--- src/rtl/boot_ram_ctrl_if.sv ---
// Boot RAM controller bus bundle: loader, CPU memory port and RAM port.
// slave is the controller view, master is the surrounding system view.
interface boot_ram_ctrl_if #(
    parameter int ADDR_W = 8,
    parameter int DATA_W = 8
);
    logic              ld_we;
    logic [ADDR_W-1:0] ld_addr;
    logic [DATA_W-1:0] ld_data;
    logic              ld_done;
    logic              cpu_req;
    logic              cpu_we;
    logic [ADDR_W-1:0] cpu_addr;
    logic [DATA_W-1:0] cpu_wdata;
    logic              cpu_gnt;
    logic              cpu_rvalid;
    logic [DATA_W-1:0] cpu_rdata;
    logic              cpu_run;
    logic              ram_we;
    logic [ADDR_W-1:0] ram_addr;
    logic [DATA_W-1:0] ram_wdata;
    logic [DATA_W-1:0] ram_rdata;
    logic [ADDR_W:0]   load_count;
    logic              load_err;

    modport slave (
        input  ld_we, ld_addr, ld_data, ld_done,
        input  cpu_req, cpu_we, cpu_addr, cpu_wdata,
        input  ram_rdata,
        output cpu_gnt, cpu_rvalid, cpu_rdata, cpu_run,
        output ram_we, ram_addr, ram_wdata,
        output load_count, load_err
    );

    modport master (
        output ld_we, ld_addr, ld_data, ld_done,
        output cpu_req, cpu_we, cpu_addr, cpu_wdata,
        output ram_rdata,
        input  cpu_gnt, cpu_rvalid, cpu_rdata, cpu_run,
        input  ram_we, ram_addr, ram_wdata,
        input  load_count, load_err
    );
endinterface

--- src/rtl/boot_ram_ctrl.sv ---
// Boot sequencer owning the single RAM port: loader writes in LOAD,
// a settle delay, then the RAM port is handed to the CPU in RUN.
module boot_ram_ctrl #(
    parameter int ADDR_W    = 8,
    parameter int DATA_W    = 8,
    parameter int MAX_WORDS = 256,
    parameter int RUN_DELAY = 4
) (
    input  logic           clock,
    input  logic           reset,
    boot_ram_ctrl_if.slave bus
);
    typedef enum logic [1:0] {S_LOAD, S_SETTLE, S_RUN} state_e;
    typedef enum logic [1:0] {T_IDLE, T_ISSUE, T_RDATA} txn_e;

    localparam int CW = (RUN_DELAY > 1) ? $clog2(RUN_DELAY) : 1;
    localparam logic [ADDR_W:0] MAX_CNT  = (ADDR_W+1)'(MAX_WORDS);
    localparam logic [CW-1:0]   DLY_LAST = CW'(RUN_DELAY - 1);

    state_e            state_q, state_d;
    txn_e              txn_q, txn_d;
    logic [CW-1:0]     dly_q, dly_d;
    logic [ADDR_W:0]   cnt_q, cnt_d;
    logic              ram_we_q, ram_we_d;
    logic [ADDR_W-1:0] ram_addr_q, ram_addr_d;
    logic [DATA_W-1:0] ram_wdata_q, ram_wdata_d;
    logic              gnt_q, gnt_d;
    logic              rvalid_q, rvalid_d;
    logic              run_q, run_d;
    logic              err_q, err_d;

    always_comb begin
        state_d     = state_q;
        txn_d       = txn_q;
        dly_d       = dly_q;
        cnt_d       = cnt_q;
        ram_we_d    = 1'b0;
        ram_addr_d  = ram_addr_q;
        ram_wdata_d = ram_wdata_q;
        gnt_d       = 1'b0;
        rvalid_d    = 1'b0;
        err_d       = err_q;
        unique case (state_q)
            S_LOAD: begin
                if (bus.ld_we) begin
                    ram_we_d    = 1'b1;
                    ram_addr_d  = bus.ld_addr;
                    ram_wdata_d = bus.ld_data;
                    if (cnt_q != MAX_CNT) cnt_d = cnt_q + 1'b1;
                end
                if (bus.ld_done || (bus.ld_we && cnt_d == MAX_CNT))
                    state_d = S_SETTLE;
            end
            S_SETTLE: begin
                if (dly_q == DLY_LAST) state_d = S_RUN;
                else dly_d = dly_q + 1'b1;
            end
            S_RUN: begin
                unique case (txn_q)
                    T_IDLE: begin
                        if (bus.cpu_req) begin
                            txn_d       = T_ISSUE;
                            ram_we_d    = bus.cpu_we;
                            ram_addr_d  = bus.cpu_addr;
                            ram_wdata_d = bus.cpu_wdata;
                            gnt_d       = 1'b1;
                        end
                    end
                    // a read is the issued access that did not write
                    T_ISSUE: begin
                        if (!ram_we_q) begin
                            txn_d    = T_RDATA;
                            rvalid_d = 1'b1;
                        end else begin
                            txn_d = T_IDLE;
                        end
                    end
                    default: txn_d = T_IDLE;
                endcase
            end
            default: state_d = S_LOAD;
        endcase
        if (state_q != S_LOAD && bus.ld_we) err_d = 1'b1;
        run_d = (state_d == S_RUN);
    end

    always_ff @(posedge clock or negedge reset) begin
        if (!reset) begin
            state_q     <= S_LOAD;
            txn_q       <= T_IDLE;
            dly_q       <= '0;
            cnt_q       <= '0;
            ram_we_q    <= 1'b0;
            ram_addr_q  <= '0;
            ram_wdata_q <= '0;
            gnt_q       <= 1'b0;
            rvalid_q    <= 1'b0;
            run_q       <= 1'b0;
            err_q       <= 1'b0;
        end else begin
            state_q     <= state_d;
            txn_q       <= txn_d;
            dly_q       <= dly_d;
            cnt_q       <= cnt_d;
            ram_we_q    <= ram_we_d;
            ram_addr_q  <= ram_addr_d;
            ram_wdata_q <= ram_wdata_d;
            gnt_q       <= gnt_d;
            rvalid_q    <= rvalid_d;
            run_q       <= run_d;
            err_q       <= err_d;
        end
    end

    assign bus.ram_we     = ram_we_q;
    assign bus.ram_addr   = ram_addr_q;
    assign bus.ram_wdata  = ram_wdata_q;
    assign bus.cpu_gnt    = gnt_q;
    assign bus.cpu_rvalid = rvalid_q;
    assign bus.cpu_run    = run_q;
    assign bus.load_count = cnt_q;
    assign bus.load_err   = err_q;
    // RAM output is already a register; gate it so rdata is 0 outside RDATA
    assign bus.cpu_rdata  = rvalid_q ? bus.ram_rdata : '0;
endmodule

--- src/flat_wrapper.sv ---
// flat-port wrapper written by rule: the top's interface ports become plain ports
module boot_ram_ctrl_flat 
#(
    parameter int ADDR_W    = 8,
    parameter int DATA_W    = 8,
    parameter int MAX_WORDS = 256,
    parameter int RUN_DELAY = 4
)
  (clock, reset, bus_ld_we, bus_ld_addr, bus_ld_data, bus_ld_done, bus_cpu_req, bus_cpu_we, bus_cpu_addr, bus_cpu_wdata, bus_ram_rdata, bus_cpu_gnt, bus_cpu_rvalid, bus_cpu_rdata, bus_cpu_run, bus_ram_we, bus_ram_addr, bus_ram_wdata, bus_load_count, bus_load_err);
  boot_ram_ctrl_if #(.ADDR_W(ADDR_W), .DATA_W(DATA_W)) bus_i ();
  input  logic clock;
  input  logic reset;
  input wire logic [$bits(bus_i.ld_we)-1:0] bus_ld_we;
  input wire logic [$bits(bus_i.ld_addr)-1:0] bus_ld_addr;
  input wire logic [$bits(bus_i.ld_data)-1:0] bus_ld_data;
  input wire logic [$bits(bus_i.ld_done)-1:0] bus_ld_done;
  input wire logic [$bits(bus_i.cpu_req)-1:0] bus_cpu_req;
  input wire logic [$bits(bus_i.cpu_we)-1:0] bus_cpu_we;
  input wire logic [$bits(bus_i.cpu_addr)-1:0] bus_cpu_addr;
  input wire logic [$bits(bus_i.cpu_wdata)-1:0] bus_cpu_wdata;
  input wire logic [$bits(bus_i.ram_rdata)-1:0] bus_ram_rdata;
  output wire logic [$bits(bus_i.cpu_gnt)-1:0] bus_cpu_gnt;
  output wire logic [$bits(bus_i.cpu_rvalid)-1:0] bus_cpu_rvalid;
  output wire logic [$bits(bus_i.cpu_rdata)-1:0] bus_cpu_rdata;
  output wire logic [$bits(bus_i.cpu_run)-1:0] bus_cpu_run;
  output wire logic [$bits(bus_i.ram_we)-1:0] bus_ram_we;
  output wire logic [$bits(bus_i.ram_addr)-1:0] bus_ram_addr;
  output wire logic [$bits(bus_i.ram_wdata)-1:0] bus_ram_wdata;
  output wire logic [$bits(bus_i.load_count)-1:0] bus_load_count;
  output wire logic [$bits(bus_i.load_err)-1:0] bus_load_err;
  assign bus_i.ld_we = bus_ld_we;
  assign bus_i.ld_addr = bus_ld_addr;
  assign bus_i.ld_data = bus_ld_data;
  assign bus_i.ld_done = bus_ld_done;
  assign bus_i.cpu_req = bus_cpu_req;
  assign bus_i.cpu_we = bus_cpu_we;
  assign bus_i.cpu_addr = bus_cpu_addr;
  assign bus_i.cpu_wdata = bus_cpu_wdata;
  assign bus_i.ram_rdata = bus_ram_rdata;
  assign bus_cpu_gnt = bus_i.cpu_gnt;
  assign bus_cpu_rvalid = bus_i.cpu_rvalid;
  assign bus_cpu_rdata = bus_i.cpu_rdata;
  assign bus_cpu_run = bus_i.cpu_run;
  assign bus_ram_we = bus_i.ram_we;
  assign bus_ram_addr = bus_i.ram_addr;
  assign bus_ram_wdata = bus_i.ram_wdata;
  assign bus_load_count = bus_i.load_count;
  assign bus_load_err = bus_i.load_err;
  boot_ram_ctrl #(.ADDR_W(ADDR_W), .DATA_W(DATA_W), .MAX_WORDS(MAX_WORDS), .RUN_DELAY(RUN_DELAY)) u_core (.clock(clock), .reset(reset), .bus(bus_i));
endmodule
--- config.mk ---
export PLATFORM = sky130hd
export DESIGN_NAME = boot_ram_ctrl_flat
export DESIGN_NICKNAME = d
export VERILOG_FILES = /design/src/rtl/boot_ram_ctrl_if.sv /design/src/rtl/boot_ram_ctrl.sv /design/src/flat_wrapper.sv
export SDC_FILE = /design/constraint.sdc
export NUM_CORES = 1
export LEC_CHECK = 0
export BUFFER_PORTS_ARGS = -buffer_cell sky130_fd_sc_hd__buf_2
export CAP_MARGIN = 20
export CELL_PAD_IN_SITES_DETAIL_PLACEMENT = 1
export CELL_PAD_IN_SITES_GLOBAL_PLACEMENT = 1
export CORE_AREA = 2 2 78 80
export DETAILED_ROUTE_END_ITERATION = 6
export DIE_AREA = 0 0 80 82
export PLACE_DENSITY = 0.74
export SETUP_SLACK_MARGIN = 0.05
export SLEW_MARGIN = 0
export SYNTH_ARGS = -nofsm -noshare
export SYNTH_HDL_FRONTEND = slang
export SYNTH_SLANG_ARGS = --single-unit
--- constraint.sdc ---
create_clock -name clock -period 2.35 [get_ports clock]
set_clock_uncertainty 0.15 [all_clocks]
set_input_delay 0.235 -clock clock [delete_from_list [all_inputs] [get_ports clock]]
set_output_delay 0.235 -clock clock [all_outputs]
set_load 0.01 [all_outputs]
==> results of run 1 <==
[kinds of logic after synthesis]
kind of cell | Yosys count | share of synthesized area [%]
adder cells (fa/ha/maj) | 3 | 2.068
multiplexers | 2 | 1.172
XOR/XNOR | 10 | 4.824
buffers and inverters | 15 | 3.584
AND/OR/NAND/NOR | 101 | 27.02
AO/OA/AOI/OAI | 33 | 11.72
flip-flops | 36 | 49.62
[worst max-delay path by stage]
| stage | start | endpoint | slack (ns) |
|---|---|---|---|
| after global placement | u_core.bus.load_count[0]$_DFFE_PN0P_ | u_core.state_q[0]$_DFF_PN0_ | 0.19 |
| after floorplan | u_core.bus.load_count[0]$_DFFE_PN0P_ | u_core.state_q[0]$_DFF_PN0_ | 0.22 |
| after detailed placement | u_core.bus.load_count[0]$_DFFE_PN0P_ | u_core.state_q[0]$_DFF_PN0_ | 0.14 |
| after CTS | u_core.bus.load_count[0]$_DFFE_PN0P_ | u_core.state_q[0]$_DFF_PN0_ | 0.12 |
| final | u_core.bus.load_count[0]$_DFFE_PN0P_ | u_core.state_q[0]$_DFF_PN0_ | 0.17 |
| after global routing | u_core.bus.load_count[1]$_DFFE_PN0P_ | u_core.state_q[0]$_DFF_PN0_ | 0.07 |
[power groups by stage]
stage          logic, mW  clock network (mW)  registers [mW]
2_1_floorplan      0.704                   0            1.12
3_3_place_gp        1.15                   0            1.07
3_5_place_dp        1.18                   0            1.09
4_1_cts             1.18               0.475            1.08
5_1_grt             1.32               0.509            1.12
6_report            1.16               0.458            1.07
[layer usage]
layer  vias up  global-route usage [%]  part of all wire (%)
met5         -                       0                     0
met2        46                   27.58                    50
met4         0                   6.102                   1.3
li1        849                       -                     -
met1       814                   20.43                    44
met3         4                   2.967                   5.3
[placed cells by master (no fill, tap or decap), types with 2 or more instances in the layout]
cell type,n
nor2_1,25
inv_1,5
o21ai_1,2
buf_4,4
a21o_1,2
clkbuf_8,6
buf_2,83
nor3_1,4
and3_1,2
nand4_1,2
nand3_1,2
o21ai_0,2
ha_1,3
nand2_1,43
and2_1,8
xor2_1,4
o31ai_1,2
dfrtp_1,35
xnor2_1,6
a31oi_1,18
nor3b_1,2
[worst min-delay path, stage by stage]
cell	delay [ns]
buf_2	0.09
nand2_1	0.05
a31oi_1	0.07
[Yosys cell counts, drive strengths merged]
| cell | instances | area share (%) |
|---|---|---|
| nand2 | 43 | 8.9 |
| dfrtp | 36 | 50 |
| nor2 | 26 | 5.8 |
| a31oi | 18 | 6.2 |
| and2 | 8 | 2.8 |
| clkbuf | 8 | 1.7 |
| xnor2 | 6 | 2.9 |
| inv | 5 | 1.0 |
| nor3 | 4 | 1.1 |
| o21ai | 4 | 1.1 |
| xor2 | 4 | 1.9 |
| ha | 3 | 2.1 |
| a21o | 2 | 0.83 |
| a21oi | 2 | 0.55 |
| and3 | 2 | 0.69 |
| buf | 2 | 0.90 |
| nand3 | 2 | 0.55 |
| nand4 | 2 | 0.69 |
| nor3b | 2 | 0.83 |
| o31ai | 2 | 0.83 |
| or4 | 2 | 1.0 |
| a22oi | 1 | 0.41 |
| a41o | 1 | 0.55 |
| and4 | 1 | 0.48 |
| mux2 | 1 | 0.62 |
| mux2i | 1 | 0.55 |
| nand2b | 1 | 0.34 |
| nand3b | 1 | 0.41 |
| nor2b | 1 | 0.34 |
| nor4 | 1 | 0.69 |
| nor4b | 1 | 0.48 |
| o21bai | 1 | 0.41 |
| o22ai | 1 | 0.34 |
| o31a | 1 | 0.48 |
| or2 | 1 | 0.34 |
| or2b | 1 | 0.41 |
| or3 | 1 | 0.34 |
| or4bb | 1 | 0.83 |
[layout make-up]
cell class              instances  area share [%]
clock buffers                   7           3.571
multi-input cells             149           35.30
repair buffers                 88           18.84
flip-flops and latches         36           37.32
well taps                      75           3.882
inverters                       5          0.7764
clock inverters                 1          0.3106
[state kept, by name, summed over array words and instances, names as in the netlist]
signal,cells
u_core.bus.cpu_run,1
u_core.dly_q,2
u_core.bus.cpu_rvalid,1
u_core.txn_q,2
u_core.bus.ram_wdata,8
u_core.bus.cpu_gnt,1
u_core.bus.ram_we,1
u_core.bus.load_err,1
u_core.state_q,2
u_core.bus.load_count,9
u_core.bus.ram_addr,8
[repair_timing]
| action | in CTS | in global routing |
|---|---|---|
| endpoints found under the hold margin | 36 | 0 |
| setup buffers | 0 | 0 |
| hold buffers | 1 | 0 |
| setup endpoints to repair | 0 | 1 |
| resized for setup | 0 | 1 |
==> out/metrics.yaml, run 1 <==
status: "finished, final reports clean"
via_per_inst: 4.745
syn-num-nets: 249
drt_iter0_drc: 81
cts_sinks: 36
setup_tns_ns: 0
cts.clk_slew.worst_paths_ns: 0.07
antenna_found_initial: 0
hpwl_microns: 3822
p_leak_nw: 1.221
dr_total_vias: 1713
syn-instance-count: 200
insertion_delay_ns: 0.28
fin_ws_ns: 0.1710
synth_seq_area_share_pct: 49.62
setup_violations: 0
post-place-ws_ns: 0.1419
place_area_sq_um: 2312
ir_drop_mv: 0.3507
netlist_area_sq_um: 1815
fin_util_pct: 42.07
ys_types: 42
min_path_cells: 3
layout.nets: 334
cts_root_buffer: "clkbuf_8"
overflow: 0
grt_pass1_vias: 1745
routed_wl_microns: 4974
seq_area_sq_um: 902.1
end_kind: "flop"
rsz0062_at_grt: "false"
hp-class: "in2reg"
ant_nets: 0
multi_input_area_sq_um: 853.3
numCtsBuffers: 5
worst_pin_slew_ns: 0.8221
finalMaxSlewViolations: 0
rrSetupSlack_ns: 0.17
die_area_sq_um: 6560
slowest_delay_ns: 0.55
wl_per_cell_microns: 13.78
worst-path-buf-inv: 1
max_cap_viol_count: 0
r2r_start: "u_core.bus.load_count[0]$_DFFE_PN0P_"
fmax_ghz: 0.4589
start_util_pct: 31.60
worstSetupPathType: "reg2reg"
gp_congestion: 0.7967
arrival_ns: 2.20
layout-drive-gt1-share_pct: 35.66
grt_first_pass_wirelength_microns: 8259
r2r-end: "u_core.state_q[0]$_DFF_PN0_"
rows: 28
power.switching_mw: 1.062
die_x_microns: 80
maxSlewHeadroom_pct: 45.20
crit_path_start_kind: "flop"
syn_to_final_growth_pct: 33.15
track_usage_pct: 16.17
cts_tree: "done"
hold_viol: 0
htreeDepth: 2
cp.depth: 8
worstPathCellList: "inv_1 > ha_1 > or4bb_4 > o21ai_0 > a22oi_1 > o21ai_1 > o31ai_1 > a41o_1"
synth-seq-cells: 36
io_pins: 84
drc: 0
seq_power_share_pct: 39.9
pwr_density_cell_nw_per_um2: 1112
r2r_cells: 8
cp.required_ns: 2.37
num_antenna_cells: 0
cp_max_fo: 7
pwr-share-comb_pct: 43.1
numPortBuffers: 83
final_cells: 361
die_h_microns: 82
final_area_sq_um: 2417
min_to: "u_core.bus.ram_addr[0]$_DFFE_PN0P_"
worstHoldStart: "bus_cpu_addr[0]"
period_share_pct: 92.72
firstDrtPassIters: 4
coreArea_sq_um: 5746
post-place-cells: 352
cpMaxStageDelayCell: "or4bb_4"
swShare_pct: 39.50
post-route-min-period_ns: 2.179
fillCellCount: 720
clk_path_buf_depth: 2
synth_warnings: 0
fin_total_pwr_mw: 2.689
syn_avg_cell_area_sq_um: 9.077
clkPwrFrac_pct: 17.0
crit_family: "compound AO/OA/AOI/OAI gates"
grt_max_degree: 37
whs_ns: 0.04504
p_int_mw: 1.627
Power figures use the tool's default switching activity.
==> inputs of run 2 (changes only) <==
- ABC_AREA: unset -> 1
- CORE_AREA: 2 2 78 80 -> 2 2 80 82
- DIE_AREA: 0 0 80 82 -> 0 0 82 84
- GPL_TIMING_DRIVEN: unset -> 1
- PLACE_DENSITY: 0.74 -> 0.76
==> run 2 against run 1 <==
Final cell count rose by 11%. Maximum frequency rose by 20%. Flip-flop and latch count did not move. Critical endpoint unchanged. Critical path type unchanged.
==> out/metrics.yaml, run 2 <==
status: "finished, final reports clean"
via_per_inst: 4.876  # +2.7%
whs_ns: 0.05905  # +0.01401 ns
cp_max_fo: 6  # -1
synth_edf_count: 0  # unchanged
die_area_sq_um: 6888  # +5.0%
firstDrtPassIters: 4  # unchanged
synth_common_cells: "53 x nand2_1, 43 x nor2_1, 36 x dfrtp_1"
syn_to_final_growth_pct: 29.56
routed_wl_microns: 5568  # +12%
die_h_microns: 84  # +2.4%
swShare_pct: 29.83  # -9.7 points
numPortBuffers: 83  # unchanged
cts_tree: "done"
fillCellCount: 788  # +9.4%
grt_first_pass_wirelength_microns: 9135  # +11%
syn-num-nets: 291  # +17%
setup_tns_ns: 0  # unchanged
ys_types: 28  # -33%
rsz0062_at_grt: "false"
max_cap_viol_count: 0  # unchanged
async_flop_share_pct: 100.0  # unchanged
hp-class: "in2reg"
fin_total_pwr_mw: 1.552  # -42%
cts.clk_slew.worst_paths_ns: 0.08  # about the same
synth-seq-cells: 36  # unchanged
rows: 29  # +3.6%
insertion_delay_ns: 0.29  # about the same
cp.required_ns: 2.42  # +0.05 ns
p_int_mw: 1.089  # -33%
drt_iter0_drc: 70  # -14%
worst_pin_slew_ns: 0.8408  # +0.01873 ns
arrival_ns: 1.89  # -0.31 ns
layout-drive-gt1-share_pct: 32.31  # -3.4 points
syn_avg_cell_area_sq_um: 8.029  # -12%
netlist_area_sq_um: 1943  # +7.0%
synth_most_common_cell: "nand2_1"
hpwl_microns: 4126  # +8.0%
pwr_density_cell_nw_per_um2: 616.6  # -45%
wl_per_cell_microns: 13.85  # +0.53%
seq_area_sq_um: 900.9  # -0.14%
synth_warnings: 0  # unchanged
dr_total_vias: 1960  # +14%
yosys.area.top_type_share_pct: 46.36  # -3.3 points
clkPwrFrac_pct: 30.0  # +13 points
yosysTopAreaCell: "dfrtp_1"
crit_path_start_kind: "flop"
antenna_found_initial: 0  # unchanged
end_kind: "flop"
final_common_cell: "buf_2"
io_pins: 84  # unchanged
track_usage_pct: 16.98  # +0.81 points
post-route-min-period_ns: 1.815  # -0.3641 ns
yosys_most_used_dff: "dfrtp_1"
numCtsBuffers: 5  # unchanged
seq_power_share_pct: 47.8  # +7.9 points
period_share_pct: 77.23  # -15 points
cts_sinks: 36  # unchanged
finalMaxSlewViolations: 0  # unchanged
clk_path_buf_depth: 2  # unchanged
cts_root_buffer: "clkbuf_8"
synth_seq_area_share_pct: 46.36  # -3.3 points
htreeDepth: 2  # unchanged
syn-instance-count: 242  # +21%
largest_reg_flops: 9  # unchanged
hold_viol: 0  # unchanged
layout.nets: 373  # +12%
layout_common_cells: "83 x buf_2, 53 x nand2_1, 43 x nor2_1"
die_x_microns: 82  # +2.5%
cts_setup_buffers: 0  # unchanged
coreArea_sq_um: 6096  # +6.1%
crit_start: "u_core.bus.load_count[0]$_DFFE_PN0P_"
drc: 0  # unchanged
fmax_ghz: 0.5510  # +20%
multi_input_area_sq_um: 873.3  # +2.3%
pwr-share-comb_pct: 22.2  # -21 points
synth.area.top_cells: "dfrtp_1 46%, nand2_1 10%, nor2_1 8.3%, o41ai_1 7.2%, o21ai_0 6.4%"
p_leak_nw: 1.386  # +14%
grt_pass1_vias: 1978  # +13%
maxSlewHeadroom_pct: 43.95  # -1.2 points
ir_drop_mv: 0.2143  # -39%
setup_violations: 0  # unchanged
num_antenna_cells: 0  # unchanged
power.switching_uw: 463.0  # -56%
worstHoldStart: "bus_cpu_req"
r2r_start: "u_core.bus.load_count[0]$_DFFE_PN0P_"
gp_congestion: 0.8609  # +8.1%
grt_max_degree: 37  # unchanged
worstSetupPathType: "reg2reg"
overflow: 0  # unchanged
ant_nets: 0  # unchanged
start_util_pct: 31.88  # +0.28 points
run 2: changes by cell type after synthesis, sizes merged, moves of 8 or more:
cell and change:
a31oi -16, and2 -8, inv +18, nand2 +12
nor2 +20, o21ai +22, o41ai +16
run 2: worst max-delay path, cell delays in order (launching register included):
cell and delay, ns:
dfrtp_1 0.44, inv_1 0.10, ha_1 0.15, nand2_1 0.05, nor2_1 0.10, nand2_1 0.12
nand2_1 0.11, nand2_1 0.05, nand2_1 0.08, nand2_1 0.05, nor2_1 0.10, nand3_1 0.08
nand2_1 0.07, nand2_1 0.05, nand2_1 0.06
run 2: final timing paths:
kind | end | slack (ns) | cells after the start
min in group asynchronous | u_core.bus.ram_addr[3]$_DFFE_PN0P_ | 0.43 | 2
hold reg to reg | u_core.bus.load_err$_DFFE_PN0P_ | 0.33 | 1
max in group asynchronous | u_core.dly_q[0]$_DFFE_PN0P_ | 1.08 | 2
setup / recovery | u_core.state_q[0]$_DFF_PN0_ | 0.54 | 14
hold / removal | u_core.bus.cpu_gnt$_DFF_PN0_ | 0.06 | 3
setup reg to reg | u_core.state_q[0]$_DFF_PN0_ | 0.54 | 14
run 2: cell families after synthesis:
family,after synthesis,share of synthesized area (%)
adder cells (fa/ha/maj),3,1.932
flip-flops,36,46.36
AO/OA/AOI/OAI,46,15.65
buffers and inverters,38,8.693
AND/OR/NAND/NOR,114,24.60
XOR/XNOR,4,2.190
multiplexers,1,0.5795
run 2: area by class of cell:
class | count | share of cell area [%]
clock buffers | 6 | 3.280
flip-flops and latches | 36 | 35.79
inverters | 25 | 3.827
well taps | 77 | 3.827
repair buffers | 88 | 18.19
multi-input cells | 168 | 34.69
clock inverters | 2 | 0.3976
run 2: layer usage:
metal	vias up	global-route usage, %	wire, microns
li1	961	-	-
met1	934	21.18	2469
met2	58	28.90	2665
met3	7	4.654	387
met4	0	3.636	46
met5	-	0	0
run 2: power groups by stage:
stage	sequential (mW)	combinational, mW	clock [mW]
2_1_floorplan	0.786	0.142	0
3_3_place_gp	0.753	0.336	0
3_5_place_dp	0.755	0.348	0
4_1_cts	0.743	0.352	0.483
5_1_grt	0.753	0.386	0.506
6_report	0.742	0.345	0.465
run 2: timing repair:
item,4_1_cts,5_1_grt
endpoints found under the hold margin,37,0
hold buffers,2,0
gates resized for setup,0,0
run 2: through the flow:
stage | util, % | worst slack (ns) | cells | instance area (sq um)
floorplan | - | 0.7293 | 242 | 1943
finish | 41.30 | 0.5351 | 402 | 2517
CTS | 41.30 | 0.5158 | 402 | 2517
detailed placement | 39.45 | 0.5512 | 392 | 2405
global placement | 39.45 | 0.6770 | 392 | 2405
global route | 41.30 | 0.2678 | 402 | 2517
